===== src/rtl/shm_paged_dma_rr.sv =====
// Multi-channel DMA between processor-local memories and a paged shared memory (SHM).
// Requests are granted round-robin. Each transfer walks the SHM page chain through the
// page-list RAM and moves one word every two cycles. Completion is reported by a
// one-cycle ack on the owning channel.
module shm_paged_dma_rr #(
    parameter int unsigned PROC_CNT = 4,
    parameter int unsigned WORD_W   = 16,
    parameter int unsigned LOCAL_AW = 4,
    parameter int unsigned SHM_AW   = 8,
    parameter int unsigned PAGE_AW  = 2
) (
    input  logic                                 clock,
    input  logic                                 reset,
    input  logic [PROC_CNT-1:0]                  req,
    input  logic [PROC_CNT-1:0]                  dir,
    input  logic [PROC_CNT*LOCAL_AW-1:0]         loc_start,
    input  logic [PROC_CNT*(LOCAL_AW+1)-1:0]     length,
    input  logic [PROC_CNT*(SHM_AW-PAGE_AW)-1:0] first_pg,
    output logic [PROC_CNT-1:0]                  ack,
    output logic                                 err,
    output logic [PROC_CNT-1:0]                  grant,
    output logic [LOCAL_AW-1:0]                  loc_addr,
    output logic                                 loc_we,
    output logic [WORD_W-1:0]                    loc_wdata,
    input  logic [WORD_W-1:0]                    loc_rdata,
    output logic [SHM_AW-1:0]                    shm_addr,
    output logic                                 shm_we,
    output logic [WORD_W-1:0]                    shm_wdata,
    input  logic [WORD_W-1:0]                    shm_rdata,
    output logic [SHM_AW-PAGE_AW-1:0]            pl_addr,
    input  logic [SHM_AW-PAGE_AW-1:0]            pl_rdata
);

    localparam int unsigned PG_W  = SHM_AW - PAGE_AW;
    localparam int unsigned LEN_W = LOCAL_AW + 1;
    localparam int unsigned IDX_W = (PROC_CNT > 1) ? $clog2(PROC_CNT) : 1;

    typedef enum logic [2:0] {StIdle, StRd, StWr, StLink, StLwait, StAck} state_e;

    state_e              state_q, state_d;
    logic [PROC_CNT-1:0] grant_q, grant_d;
    logic [IDX_W-1:0]    rr_q, rr_d;
    logic                xdir_q, xdir_d;
    logic [LOCAL_AW-1:0] cur_loc_q, cur_loc_d;
    logic [LEN_W-1:0]    rem_q, rem_d;
    logic [PG_W-1:0]     page_q, page_d;
    logic [PAGE_AW-1:0]  ofs_q, ofs_d;
    logic                err_q, err_d;

    logic                win_found;
    logic [IDX_W-1:0]    win_idx;
    logic                sel_dir;
    logic [LOCAL_AW-1:0] sel_loc;
    logic [LEN_W-1:0]    sel_len;
    logic [PG_W-1:0]     sel_pg;

    // Round-robin scan: first requester at or above rr_q, then wrap to the lowest requester.
    always_comb begin
        win_found = 1'b0;
        win_idx   = '0;
        for (int k = 0; k < PROC_CNT; k++) begin
            if (!win_found && req[k] && (IDX_W'(k) >= rr_q)) begin
                win_found = 1'b1;
                win_idx   = IDX_W'(k);
            end
        end
        for (int k = 0; k < PROC_CNT; k++) begin
            if (!win_found && req[k]) begin
                win_found = 1'b1;
                win_idx   = IDX_W'(k);
            end
        end
    end

    // Pick the winning channel's descriptor fields.
    always_comb begin
        sel_dir = 1'b0;
        sel_loc = '0;
        sel_len = '0;
        sel_pg  = '0;
        for (int k = 0; k < PROC_CNT; k++) begin
            if (IDX_W'(k) == win_idx) begin
                sel_dir = dir[k];
                sel_loc = loc_start[k*LOCAL_AW +: LOCAL_AW];
                sel_len = length[k*LEN_W +: LEN_W];
                sel_pg  = first_pg[k*PG_W +: PG_W];
            end
        end
    end

    // Next-state logic for the transfer FSM and its datapath registers.
    always_comb begin
        state_d   = state_q;
        grant_d   = grant_q;
        rr_d      = rr_q;
        xdir_d    = xdir_q;
        cur_loc_d = cur_loc_q;
        rem_d     = rem_q;
        page_d    = page_q;
        ofs_d     = ofs_q;
        err_d     = err_q;
        unique case (state_q)
            StIdle: begin
                if (win_found) begin
                    grant_d   = PROC_CNT'(1) << win_idx;
                    rr_d      = (win_idx == IDX_W'(PROC_CNT - 1)) ? '0 : win_idx + 1'b1;
                    xdir_d    = sel_dir;
                    cur_loc_d = sel_loc;
                    rem_d     = sel_len;
                    page_d    = sel_pg;
                    ofs_d     = '0;
                    // Page 0 is the null page: nothing to move, but it is an error if words
                    // were requested.
                    if ((sel_len == '0) || (sel_pg == '0)) begin
                        state_d = StAck;
                        err_d   = (sel_len != '0);
                    end else begin
                        state_d = StRd;
                        err_d   = 1'b0;
                    end
                end
            end
            StRd: state_d = StWr;
            StWr: begin
                rem_d     = rem_q - 1'b1;
                cur_loc_d = cur_loc_q + 1'b1;
                ofs_d     = ofs_q + 1'b1;
                if (rem_q == LEN_W'(1)) begin
                    state_d = StAck;
                end else if (ofs_q == '1) begin
                    state_d = StLink;
                end else begin
                    state_d = StRd;
                end
            end
            StLink: state_d = StLwait;
            StLwait: begin
                page_d = pl_rdata;
                if (pl_rdata == '0) begin
                    err_d   = 1'b1;
                    state_d = StAck;
                end else begin
                    state_d = StRd;
                end
            end
            StAck: begin
                grant_d = '0;
                state_d = StIdle;
            end
            default: state_d = StIdle;
        endcase
    end

    // State and datapath registers; reset aborts any transfer without an ack.
    always_ff @(posedge clock) begin
        if (reset) begin
            state_q   <= StIdle;
            grant_q   <= '0;
            rr_q      <= '0;
            xdir_q    <= 1'b0;
            cur_loc_q <= '0;
            rem_q     <= '0;
            page_q    <= '0;
            ofs_q     <= '0;
            err_q     <= 1'b0;
        end else begin
            state_q   <= state_d;
            grant_q   <= grant_d;
            rr_q      <= rr_d;
            xdir_q    <= xdir_d;
            cur_loc_q <= cur_loc_d;
            rem_q     <= rem_d;
            page_q    <= page_d;
            ofs_q     <= ofs_d;
            err_q     <= err_d;
        end
    end

    // Moore output decode. Write data is the source RAM's read port, forwarded in WR because
    // both RAMs return data one cycle after the address is presented in RD.
    always_comb begin
        ack       = '0;
        err       = 1'b0;
        loc_addr  = '0;
        loc_we    = 1'b0;
        loc_wdata = '0;
        shm_addr  = '0;
        shm_we    = 1'b0;
        shm_wdata = '0;
        pl_addr   = '0;
        unique case (state_q)
            StRd: begin
                if (xdir_q) shm_addr = {page_q, ofs_q};
                else        loc_addr = cur_loc_q;
            end
            StWr: begin
                if (xdir_q) begin
                    loc_addr  = cur_loc_q;
                    loc_we    = 1'b1;
                    loc_wdata = shm_rdata;
                end else begin
                    shm_addr  = {page_q, ofs_q};
                    shm_we    = 1'b1;
                    shm_wdata = loc_rdata;
                end
            end
            StLink: pl_addr = page_q;
            StAck: begin
                ack = grant_q;
                err = err_q;
            end
            default: ;
        endcase
    end

    assign grant = grant_q;

endmodule

===== config.mk =====
export PLATFORM = sky130hd
export DESIGN_NAME = shm_paged_dma_rr
export DESIGN_NICKNAME = d
export VERILOG_FILES = /design/src/rtl/shm_paged_dma_rr.sv
export SDC_FILE = /design/constraint.sdc
export NUM_CORES = 1
export LEC_CHECK = 0
export CAP_MARGIN = 10
export CORE_MARGIN = 3
export CORE_UTILIZATION = 32
export CTS_CLUSTER_DIAMETER = 200
export CTS_CLUSTER_SIZE = 14
export DETAILED_ROUTE_END_ITERATION = 8
export PLACE_DENSITY = 0.79
export SKIP_LAST_GASP = 1
export SYNTH_ARGS = -nofsm -noshare
export SYNTH_HDL_FRONTEND = slang
export SYNTH_SLANG_ARGS = --single-unit

===== constraint.sdc =====
create_clock -name clock -period 2.8 [get_ports clock]
set_input_delay 0.84 -clock clock [delete_from_list [all_inputs] [get_ports clock]]
set_output_delay 0.84 -clock clock [all_outputs]
set_load 0.02 [all_outputs]

; ---- Word level (Yosys, flattened, before mapping)
; Cells that the tools add are included.
[word_totals]
out_inout_bits = 61
elab_cells = 133
ff_bits = 28
[op_classes]
reduce_logical = 33
magnitude_cmp = 4
n_eq_ne = 13
mux = 69
n_addsub = 4
shift = 1
[ops]
columns = operator, count
row1 = 2-to-1 mux 16 bit, 4
row2 = 2-to-1 mux 4 bit, 9
row3 = 2-to-1 mux 6 bit, 6
row4 = 2-to-1 mux 5 bit, 5
row5 = case mux 4 bit (2 select lines), 3
row6 = 2-to-1 mux 1 bit, 21
row7 = 2-to-1 mux 2 bit, 9
row8 = 2-to-1 mux 8 bit, 2
row9 = case mux 8 bit (2 select lines), 1
row10 = case mux 3 bit (5 select lines), 1
row11 = zero test 6 bit, 2
row12 = 2-to-1 mux 3 bit, 4
row13 = case mux 6 bit (2 select lines), 1
row14 = logical AND 1 bit, 11
row15 = case mux 5 bit (2 select lines), 1
row16 = AND reduction 2 bit, 4
row17 = zero test 1 bit, 7
row18 = "== test 3 x 2 -> 1 bit, second input constant", 2
row19 = "== test 3 bit, second input constant", 2
row20 = nonzero test 2 bit, 3
row21 = "== test 5 x 1 -> 1 bit, second input constant", 1
row22 = zero test 5 bit, 1
row23 = nonzero test 5 bit, 1
row24 = "subtractor 5 x 1 -> 5 bit, second input constant", 1
row25 = other kinds (16), 22

; ---- Logic depth before layout (Yosys ltp)
[depth]
word_depth = 37
ltp_mapped = 15
depth_no_buf = 13

; ---- Worst setup path after synthesis
; No wires, ideal clock.
[synth_timing]
kind = input-to-reg
from = in req[0]
to = reg err_q
setup_ps = 133
slack_ps = -180
path_stages = 15
arrival_time_ps = 2847
path_cell_list = inv_1 nor2_1 a21oi_1 o22ai_1 a21oi_1 inv_1 ha_1 buf_6 nor2b_4 buf_6 a221oi_1 o31ai_1 nor4_1 nand3b_1 a211oi_2
[synth_between]
elab_chain_cells = 36
word_cells_on_any_way = 54
classes_between = eq/ne: 4 / mux: 26 / reduce/logical: 24
[synth_lines]
columns = item, line
row1 = "start, declared", 14  ; input logic [PROC_CNT-1:0] req,
row2 = logical AND 1 bit, 62  ; if (!win_found && req[k] && (IDX_W'(k) >= rr_q)) begin
row3 = 2-to-1 mux 1 bit, 62
row4 = zero test 1 bit, 62
row5 = logical AND 1 bit (2 in a row), 62
row6 = 2-to-1 mux 1 bit, 62
row7 = zero test 1 bit, 62
row8 = logical AND 1 bit (2 in a row), 62
row9 = 2-to-1 mux 1 bit, 62
row10 = (+15 left out), --
row11 = 2-to-1 mux 2 bit, 68  ; if (!win_found && req[k]) begin
row12 = zero test 2 bit, 82  ; if (IDX_W'(k) == win_idx) begin
row13 = 2-to-1 mux 6 bit or 2-to-1 mux 5 bit (tied branches) (4 in a row), 82
row14 = zero test 6 bit or zero test 5 bit (tied branches), 114  ; if ((sel_len == '0) || (sel_pg == '0)) begin
row15 = logical OR 1 bit, 114
row16 = 2-to-1 mux 1 bit, 114
row17 = 2-to-1 mux 1 bit, 104  ; if (win_found) begin
row18 = case mux 1 bit (2 select lines), 102  ; unique case (state_q)
row19 = "end signal, assigned", 175  ; err_q <= err_d;
row20 = "end, declared", 48  ; logic err_q, err_d;
; Parallel ways exist; a longest one is shown, timed or not. The select of a mux whose other input is x is not followed.
; A chain may end at the register's enable or synchronous reset.

; ---- Worst setup path in the final report
[layout_timing]
from = in req[0]
to = reg state_q[2]
[layout_between]
elab_chain_cells = 36
word_cells_on_any_way = 52
classes_between = eq/ne: 4 / mux: 26 / reduce/logical: 22
[layout_lines]
columns = item, line
row1 = logical AND 1 bit, 62
row2 = 2-to-1 mux 1 bit, 62
row3 = zero test 1 bit, 62
row4 = logical AND 1 bit (2 in a row), 62
row5 = 2-to-1 mux 1 bit, 62
row6 = zero test 1 bit, 62
row7 = logical AND 1 bit (2 in a row), 62
row8 = 2-to-1 mux 1 bit, 62
row9 = (+15 left out), --
row10 = 2-to-1 mux 2 bit, 68
row11 = zero test 2 bit, 82
row12 = 2-to-1 mux 6 bit or 2-to-1 mux 5 bit (tied branches) (4 in a row), 82
row13 = zero test 6 bit or zero test 5 bit (tied branches), 114
row14 = logical OR 1 bit, 114
row15 = 2-to-1 mux 3 bit, 114
row16 = 2-to-1 mux 3 bit, 104
row17 = case mux 3 bit (5 select lines), 102
row18 = "end signal, assigned", 157  ; state_q <= StIdle;
row19 = "end signal, assigned", 167  ; state_q <= state_d;
row20 = "end, declared", 40  ; state_e state_q, state_d;
; Parallel ways exist; a longest one is shown, timed or not. The select of a mux whose other input is x is not followed.

==> run summary <==
io pins -> 169
area delta synth->final -> 105%
hold crit path type -> flip-flop to flip-flop
worst vdd rail ir drop -> 327 uV
Reg power frac -> 22.7%
GRT Util Overall -> 22.7%
FP Rows -> 30
Gate power share -> 64.2%
largest net degree at the start of global routing -> 19
worst clock skew -> 0.00405 ns
fin crit period -> 2.83 ns
gpl congestion -> 0.883
flops & latches, synth -> 28
Cell Pwr Density -> 520 nW/um2
via-per-instance ratio -> 5.31
final wirelength -> 10300 um
first-pass GRT wire length -> 16000 um
Seq/Total Area, Yosys -> 23.8%
FF/Latch Area -> 563 um2
Arr. time, crit path -> 3.03 ns
post-route insts no fill -> 641
root buf cell -> clkbuf_8
CTS Hold Bufs -> 0
final core utilization -> 69.2%
Hold Crit Endpoint -> grant[0]
CP Launch Type -> input port
Die Ht -> 91.9 um
async set or reset register ratio after synthesis -> 0%
Post-DRT Antenna Nets -> 0
critical path class -> input port to flip-flop
clock buffer depth -> 2
hold path depth -> 2
Wirelength per Cell -> 16.1 um
number of cells on the worst reg-to-reg path -> 13
kind of end point of the critical path -> flip-flop
Post-route DRC -> 0
Core ar. -> 6980 um2
Die ar. -> 8440 um2
share of layout cells above drive strength 1 -> 22.8%
post-route setup slack -> -0.0303 ns
static leakage -> 2.30 nW
status -> finished with violations
final-report max-slew violation count -> 0
syn avg cell area -> 7.13 um2
RSZ-0062 raised after global routing -> yes
Final Hold Fails -> 0
worst r2r dst -> state_q[2]
Worst Hold Launch -> grant[0]
Skew-Pair Late Insertion Delay -> 0.28 ns
slew margin rel. -> 69.9%
Clock Power Share -> 13.1%
Port Buffers -> 168
Clock Sinks -> 28
worst path required time -> 3.00 ns
NumNets Final -> 662
TritonCTS Buffers -> 3
Syn Inst Count -> 331
flop2flop setup slack -> 0.18 ns
unique cell type count in the Yosys netlist -> 46
final setup violation count -> 2
P_int -> 1.51 mW
n_diodes -> 0
Slew @ Worst Pin -> 0.448 ns
WHS -> 0.489 ns
Vias -> 3402
vias in the first global route -> 3284
fill count -> 575
P_sw -> 0.998 mW
EDFF count, synth -> 0
synthesized area -> 2360 um2
switching fraction of total power -> 39.8%
final period utilization -> 101%
grt ovf -> 0
yosys warns -> 0
CTS tree -> done
final setup TNS -> -0.0335 ns
syn_nets -> 447
Die Wd -> 91.9 um
Max Cap Violations -> 0
area of the multi-input gates -> 1840 um2
Initial Utilization -> 33.8%
Fmax -> 353 MHz
Max FO, Critical Path -> 5
1st-iter DRT viols -> 199
CTS H-tree depth -> 1
number of detailed-route iterations in the first pass -> 5
failing checks -> negative setup slack
Top FF cell, synth -> dfxtp_1
Post-DP HPWL -> 7570 um
CTS clk-pin slew, worst paths -> 0.10 ns
initial antenna violation count -> 0
dpl cells -> 616
Critical R2R Launch -> rr_q[1]
## layout make-up
| type | count | share of cell area [%] |
|---|---|---|
| Sequential cell | 28 | 11.7 |
| Inverter | 11 | 1.17 |
| Clock buffer | 3 | 0.855 |
| Tap cell | 96 | 2.49 |
| Timing Repair Buffer | 234 | 45.1 |
| Multi-Input combinational cell | 268 | 38.2 |
| Clock inverter | 1 | 0.622 |
## power groups by stage
| stage | Combinational (mW) | Clock (mW) | Sequential, mW |
|---|---|---|---|
| final | 1.61 | 0.329 | 0.570 |
| after global routing | 1.72 | 0.349 | 0.584 |
| after CTS | 1.43 | 0.326 | 0.563 |
| after detailed placement | 1.28 | 0 | 0.571 |
| after global placement | 1.26 | 0 | 0.565 |
| after floorplan | 0.704 | 0 | 0.553 |
## Yosys cell counts, types with 2 or more instances
master | instances | area, um2
a211oi_1 | 8 | 60.1
a21oi_1 | 31 | 155
a221o_1 | 2 | 20.0
a221oi_1 | 5 | 43.8
a22oi_1 | 7 | 52.6
a31oi_1 | 6 | 37.5
and2_1 | 37 | 231
and3_1 | 21 | 131
buf_1 | 3 | 11.3
buf_2 | 6 | 30.0
buf_6 | 4 | 45.0
clkbuf_1 | 11 | 41.3
dfxtp_1 | 28 | 561
ha_1 | 8 | 100
inv_1 | 11 | 41.3
nand2_1 | 25 | 93.8
nand2b_1 | 4 | 25.0
nand3_1 | 8 | 40.0
nand3b_1 | 6 | 45.0
nor2_1 | 36 | 135
nor2b_1 | 7 | 43.8
nor3_1 | 10 | 50.1
nor4_1 | 7 | 43.8
o211a_1 | 2 | 20.0
o211ai_1 | 2 | 15.0
o21ai_0 | 5 | 25.0
o22ai_1 | 12 | 75.1
## sequential cells by signal, summed over array words and instances (netlist names)
signal     flops
rem_q          5
ofs_q          2
page_q         6
grant          4
xdir_q         1
rr_q           2
cur_loc_q      4
state_q        3
err_q          1
## logic make-up after synthesis
| logic type | Yosys count | synth area share (%) |
|---|---|---|
| multiplexers | 1 | 0.424 |
| flip-flops | 28 | 23.8 |
| XOR/XNOR | 1 | 0.371 |
| AND/OR/NAND/NOR | 172 | 40.2 |
| adder cells (fa/ha/maj) | 8 | 4.24 |
| AO/OA/AOI/OAI | 86 | 23.9 |
| buffers and inverters | 35 | 7.16 |
## per-stage QoR
stage               instance area (um2)  power, mW  setup WS (ns)
floorplan                          2390       1.26        -0.0186
global placement                   4430       1.82         -0.636
detailed placement                 4430       1.85         -0.762
CTS                                4660       2.32        -0.0720
global route                       4830       2.65         -0.124
finish                             4830       2.51        -0.0303
## what timing repair did
action | CTS | global route
setup buffers | 12 | 10
setup endpoints to repair | 65 | 30
endpoints found under the hold margin | 0 | 0
resized for setup | 79 | 35
pin swaps | 16 | 14
## worst max-delay path: stages
cell      delay (ns)
buf_12          0.11
inv_12          0.05
nor2_4          0.03
a21oi_2         0.13
o22ai_2         0.10
a21oi_4         0.26
inv_4           0.09
ha_4            0.17
nor2b_4         0.14
buf_12          0.13
a22oi_2         0.18
a21oi_2         0.11
nor4_4          0.30
buf_4           0.16
a211oi_2        0.07
nor2_1          0.16
## how the worst max path moves through the flow
stage	from	to	slack [ns]	depth (start not counted)
3_5_place_dp	req[0]	err_q	-0.76	16
2_1_floorplan	req[0]	err_q	-0.02	15
6_report	req[0]	state_q[2]	-0.03	16
5_1_grt	req[0]	err_q	-0.12	15
4_1_cts	req[0]	err_q	-0.07	16
3_3_place_gp	req[0]	err_q	-0.64	16
## routing by layer
| layer | track usage [%] | vias to the layer above | wire [um] |
|---|---|---|---|
| li1 | - | 1618 | - |
| met1 | 28.1 | 1585 | 4180 |
| met2 | 40.5 | 176 | 5130 |
| met3 | 5.09 | 23 | 873 |
| met4 | 3.84 | 0 | 166 |
| met5 | 0 | - | 0 |
## placed cells by master, fill, tap and decap left out, types with 5 or more instances in the layout
cell type,netlist,routed
a211oi_1,8,7
a21oi_1,31,24
a21oi_2,0,6
a22oi_2,0,6
a31oi_1,6,6
and2_1,37,36
and3_1,21,21
buf_4,0,62
clkdlybuf4s50_1,0,117
dfxtp_1,28,26
dlygate4sd2_1,0,39
dlymetal6s2s_1,0,8
inv_1,11,6
nand2_1,25,25
nand3_1,8,8
nand3b_1,6,6
nor2_1,36,34
nor2b_1,7,5
nor3_1,10,9
nor4_1,7,6
o21ai_0,5,5
o22ai_1,12,9
Power figures use the tool's default switching activity.
